--- config.mk ---
export PLATFORM = sky130hd
export DESIGN_NAME = alu_shift_add_mult
export DESIGN_NICKNAME = d
export VERILOG_FILES = /design/src/rtl/alu_shift_add_mult.sv
export SDC_FILE = /design/constraint.sdc
export NUM_CORES = 1
export LEC_CHECK = 0
export BUFFER_PORTS_ARGS = -buffer_cell sky130_fd_sc_hd__buf_4
export CAP_MARGIN = 25
export CORE_ASPECT_RATIO = 1.1
export CORE_UTILIZATION = 40
export DETAILED_ROUTE_END_ITERATION = 10
export PLACE_DENSITY = 0.7
export SLEW_MARGIN = 15
export SYNTH_ARGS = -nofsm -noshare
export SYNTH_HDL_FRONTEND = slang
export SYNTH_SLANG_ARGS = --single-unit
--- constraint.sdc ---
create_clock -name clk -period 3.22 [get_ports clk]
set_input_delay 0.483 -clock clk [delete_from_list [all_inputs] [get_ports clk]]
set_output_delay 0.483 -clock clk [all_outputs]
set_load 0.05 [all_outputs]
--- src/rtl/alu_shift_add_mult.sv ---
// rtl/alu_shift_add_mult.sv - multi-cycle unsigned shift-and-add multiplier
`timescale 1ns/1ps
module alu_shift_add_mult #(
  parameter int WIDTH = 16
) (
  input  logic               clk,
  input  logic               rst,
  input  logic               start,
  input  logic [WIDTH-1:0]   A,
  input  logic [WIDTH-1:0]   B,
  output logic               busy,
  output logic               done,
  output logic [2*WIDTH-1:0] P
);

  localparam int CW = $clog2(WIDTH) + 1;

  typedef enum logic [1:0] {
    S_IDLE = 2'd0,
    S_RUN  = 2'd1,
    S_DONE = 2'd2
  } state_t;

  state_t           r_state;
  state_t           w_next;
  logic [WIDTH-1:0] r_mcand;
  logic [WIDTH-1:0] r_acc_hi;
  logic [WIDTH-1:0] r_mplier;
  logic [CW-1:0]    r_cnt;

  logic [WIDTH-1:0] w_addend;
  logic [WIDTH-1:0] w_sum;
  logic             w_co;
  logic             w_accept;
  logic             w_last;

  assign w_accept = start && (r_state != S_RUN);
  assign w_last   = (r_cnt == CW'(WIDTH - 1));

  // Partial-product add; the carry-out becomes the top bit of the shifted accumulator.
  assign w_addend      = r_mplier[0] ? r_mcand : '0;
  assign {w_co, w_sum} = {1'b0, w_addend} + {1'b0, r_acc_hi};

  always_ff @(posedge clk or posedge rst) begin
    if (rst) begin
      r_state <= S_IDLE;
    end else begin
      r_state <= w_next;
    end
  end

  always_comb begin
    w_next = r_state;
    case (r_state)
      S_IDLE:  w_next = start ? S_RUN : S_IDLE;
      S_RUN:   w_next = w_last ? S_DONE : S_RUN;
      S_DONE:  w_next = start ? S_RUN : S_IDLE;
      default: w_next = S_IDLE;
    endcase
  end

  always_comb begin
    busy = (r_state == S_RUN);
    done = (r_state == S_DONE);
  end

  always_ff @(posedge clk or posedge rst) begin
    if (rst) begin
      r_mcand  <= '0;
      r_acc_hi <= '0;
      r_mplier <= '0;
      r_cnt    <= '0;
    end else if (w_accept) begin
      r_mcand  <= A;
      r_mplier <= B;
      r_acc_hi <= '0;
      r_cnt    <= '0;
    end else if (r_state == S_RUN) begin
      {r_acc_hi, r_mplier} <= {w_co, w_sum, r_mplier[WIDTH-1:1]};
      r_cnt                <= r_cnt + CW'(1);
    end
  end

  assign P = {r_acc_hi, r_mplier};

endmodule

==> flow_summary.json <==
{
  "seq_power_share_pct": 28.2,
  "dpl-instance-area_um2": 3870,
  "ys_async_sr_fraction_pct": 100,
  "grtUsageMet2_pct": 28.4,
  "ioPinCount": 69,
  "cp.required_ns": 3.44,
  "vias": 2753,
  "timing.fmax_mhz": 385,
  "status": "complete, no violations",
  "p_int_uw": 2270,
  "grt_antenna_before_repair": 0,
  "cts_root_buf": "clkbuf_8",
  "dr.pass1.iters": 4,
  "grt_pass1_wl_mm": 12.5,
  "r2r_start": "r_mplier[0]",
  "coreArea_um2": 7910,
  "start_util_pct": 41.2,
  "tightest_slew_ns": 0.793,
  "arrival_ns": 2.82,
  "finalClockSkew_ns": 0.0135,
  "min_period_over_period_pct": 80.7,
  "portBuffers": 68,
  "ctsHoldBuffers": 0,
  "place_hpwl_mm": 5.68,
  "start_kind": "register",
  "relSlewSlack_pct": 47.1,
  "worst-r2r-cell-count": 9,
  "clk_latency_ns": 0.33,
  "drc": 0,
  "synth-seq-cells": 55,
  "setup_tns_ns": 0,
  "cts_resized": 0,
  "wl_per_cell_um": 15.1,
  "clk_pin_slew_ns": 0.12,
  "whs_ns": 0.305,
  "area_delta_synth_final_pct": 21.8,
  "switchingPower_uw": 2390,
  "cts.htree.levels": 2,
  "rrSetupSlack_ns": 0.62,
  "drt-total-wl_mm": 7.67,
  "fin_util_pct": 50.2,
  "synthCells": 338,
  "grt_util_met3_pct": 2.47,
  "period_minus_slack_ns": 2.60,
  "clock_power_share_pct": 9.1,
  "ys.flop_type": "dfrtp_1",
  "netlist_area_um2": 3260,
  "gp_congestion": 0.854,
  "worst_setup_path_end_kind": "register",
  "r2r-end": "r_acc_hi[9]",
  "grt_max_degree": 41,
  "routed_via_density": 5.41,
  "finalHoldViolations": 0,
  "drive_gt1_share_pct": 25.7,
  "clk_path_buf_depth": 2,
  "slew_violations": 0,
  "cpMaxStageDelayCell": "dfrtp_1",
  "grt_use_met1_pct": 26.9,
  "drtAntennaViolNets": 0,
  "track_usage_pct": 18.7,
  "grt_pass1_vias": 2509,
  "swShare_pct": 51.3,
  "seq_area_frac_synth_pct": 42.2,
  "synth.distinct_cells": 53,
  "busiest_layer": "met2",
  "setup_viol": 0,
  "endpoint": "r_acc_hi[9]",
  "cp_max_fo": 18,
  "pwr-share-comb_pct": 62.6,
  "antennaDiodeCount": 0,
  "path_cells": "and2_1 -> ha_1 -> inv_1 -> fa_1 -> nor2b_1 -> o2111ai_2 -> a31oi_1 -> o21ai_0 -> a31o_1",
  "die_w_um": 88.1,
  "nNetsFinal": 454,
  "irDropWorstVdd_mv": 0.593,
  "hold_class": "in -> async",
  "dr.first_iter.drc_count": 176,
  "syn_area_per_cell_um2": 9.65,
  "p_per_area_nw_per_um2": 1170,
  "leakage_uw": 0.00187,
  "stdcell_area_um2": 3970,
  "die_h_um": 96.7,
  "max_stage_delay_ns": 0.61,
  "critPathLaunch": "r_mplier[0]",
  "clkSinkCount": 55,
  "grt_overflow": 0,
  "num_rows": 34,
  "drv_cap": 0,
  "rsz0062_at_grt": "no",
  "cts_buffers": 5,
  "total_power_uw": 4650,
  "fp.dieArea_um2": 8520,
  "ys_warn_count": 0,
  "synth_nets": 392,
  "cts_tree": "yes",
  "synth_edf_count": 0,
  "post_cts_buffers": 0,
  "path_class": "reg -> reg"
}
layout make-up:
class | count | area (um^2)
tap | 108 | 135
sequential | 55 | 1380
timing repair buffer | 73 | 548
clock inverter | 3 | 33.8
fill | 767 | 3940
clock buffer | 5 | 68.8
inverter | 12 | 45.0
multi-input combinational | 253 | 1770
per-layer routing:
layer  up-vias  part of all wire, %
met4         0                  2.3
met1      1310                   47
met3        13                  3.9
li1       1369                    -
met2        61                   47
met5         -                    0
worst min path at each step:
stage / end / slack (ns) / cells after the start
final: r_mplier[9] / 0.30 / 2
after global routing: r_mplier[7] / 0.36 / 2
after CTS: r_mplier[7] / 0.33 / 2
after detailed placement: r_mcand[15] / 0.49 / 1
after global placement: r_mcand[8] / 0.48 / 1
after floorplan: r_cnt[2] / 0.46 / 1
layout by cell type, fill, tap and decap left out, types with 3 or more instances in the layout:
cell type / Yosys / routed
mux2_2: 16 / 16
nor2_1: 9 / 9
ha_1: 18 / 18
dfrtp_1: 55 / 55
and3_1: 4 / 4
a211o_1: 3 / 3
nand4_1: 8 / 8
a21o_1: 6 / 6
o21ai_0: 32 / 32
nor3_1: 3 / 3
clkbuf_8: 0 / 5
nand2b_1: 3 / 3
inv_1: 11 / 10
nand2_1: 33 / 33
buf_4: 0 / 73
and2_1: 18 / 18
o31ai_1: 6 / 6
a21oi_1: 13 / 13
nand3_1: 21 / 21
mux2i_1: 16 / 16
or3_1: 3 / 3
worst max-delay path: cells and delay by family (launching register included):
family          cells  cell delay, ns
buf+inv             1            0.05
flops               1            0.61
compound gates      4            0.91
fa+ha+maj           2            0.54
simple gates        2            0.41
power by group through the flow:
stage / registers, uW / logic (uW) / clock network (uW)
6_report: 1310 / 2910 / 425
3_5_place_dp: 1320 / 2900 / 0
5_1_grt: 1360 / 3180 / 468
3_3_place_gp: 1310 / 2850 / 0
4_1_cts: 1310 / 2920 / 439
2_1_floorplan: 1890 / 1560 / 0
sequential cells by signal, indices dropped and copies added (netlist names):
signal	count
r_acc_hi	16
r_mcand	16
r_mplier	16
r_cnt	5
r_state	2
kinds of logic (layout without fill, tap and decap cells):
family | Yosys count | after routing | synth area share (%)
buffers and inverters | 30 | 93 | 3.64
adders and majority gates | 19 | 19 | 7.52
AOI/OAI and AO/OA | 86 | 86 | 17.5
and+or+nand+nor | 113 | 113 | 17.9
xor gates and xnor gates | 3 | 3 | 0.806
muxes | 32 | 32 | 10.4
DFF | 55 | 55 | 42.2
cells in the mapped netlist (2+ instances only):
| master | instances | area [um^2] |
|---|---|---|
| a211o_1 | 3 | 26.3 |
| a211oi_1 | 2 | 15.0 |
| a21o_1 | 6 | 45.0 |
| a21oi_1 | 13 | 65.1 |
| a311oi_1 | 2 | 17.5 |
| a31oi_1 | 2 | 12.5 |
| and2_1 | 18 | 113 |
| and3_1 | 4 | 25.0 |
| buf_1 | 3 | 11.3 |
| buf_2 | 5 | 25.0 |
| clkbuf_1 | 10 | 37.5 |
| dfrtp_1 | 55 | 1380 |
| ha_1 | 18 | 225 |
| inv_1 | 11 | 41.3 |
| mux2_2 | 16 | 180 |
| mux2i_1 | 16 | 160 |
| nand2_1 | 33 | 124 |
| nand2b_1 | 3 | 18.8 |
| nand3_1 | 21 | 105 |
| nand4_1 | 8 | 50.1 |
| nor2_1 | 9 | 33.8 |
| nor2b_1 | 2 | 12.5 |
| nor3_1 | 3 | 15.0 |
| nor4_1 | 2 | 12.5 |
| o2111ai_1 | 2 | 17.5 |
| o211ai_1 | 2 | 15.0 |
| o21a_1 | 2 | 15.0 |
| o21ai_0 | 32 | 160 |
| o311a_1 | 2 | 20.0 |
| o31a_1 | 2 | 17.5 |
| o31ai_1 | 6 | 45.0 |
| or3_1 | 3 | 18.8 |
| xor2_1 | 2 | 17.5 |
per-stage QoR:
stage / std cells / worst slack [ns]
2_1_floorplan: 338 / 0.524
3_3_place_gp: 501 / 0.741
3_5_place_dp: 501 / 0.649
4_1_cts: 509 / 0.619
5_1_grt: 509 / 0.388
6_report: 509 / 0.621
Note: power is estimated with default switching activity, not from simulation.
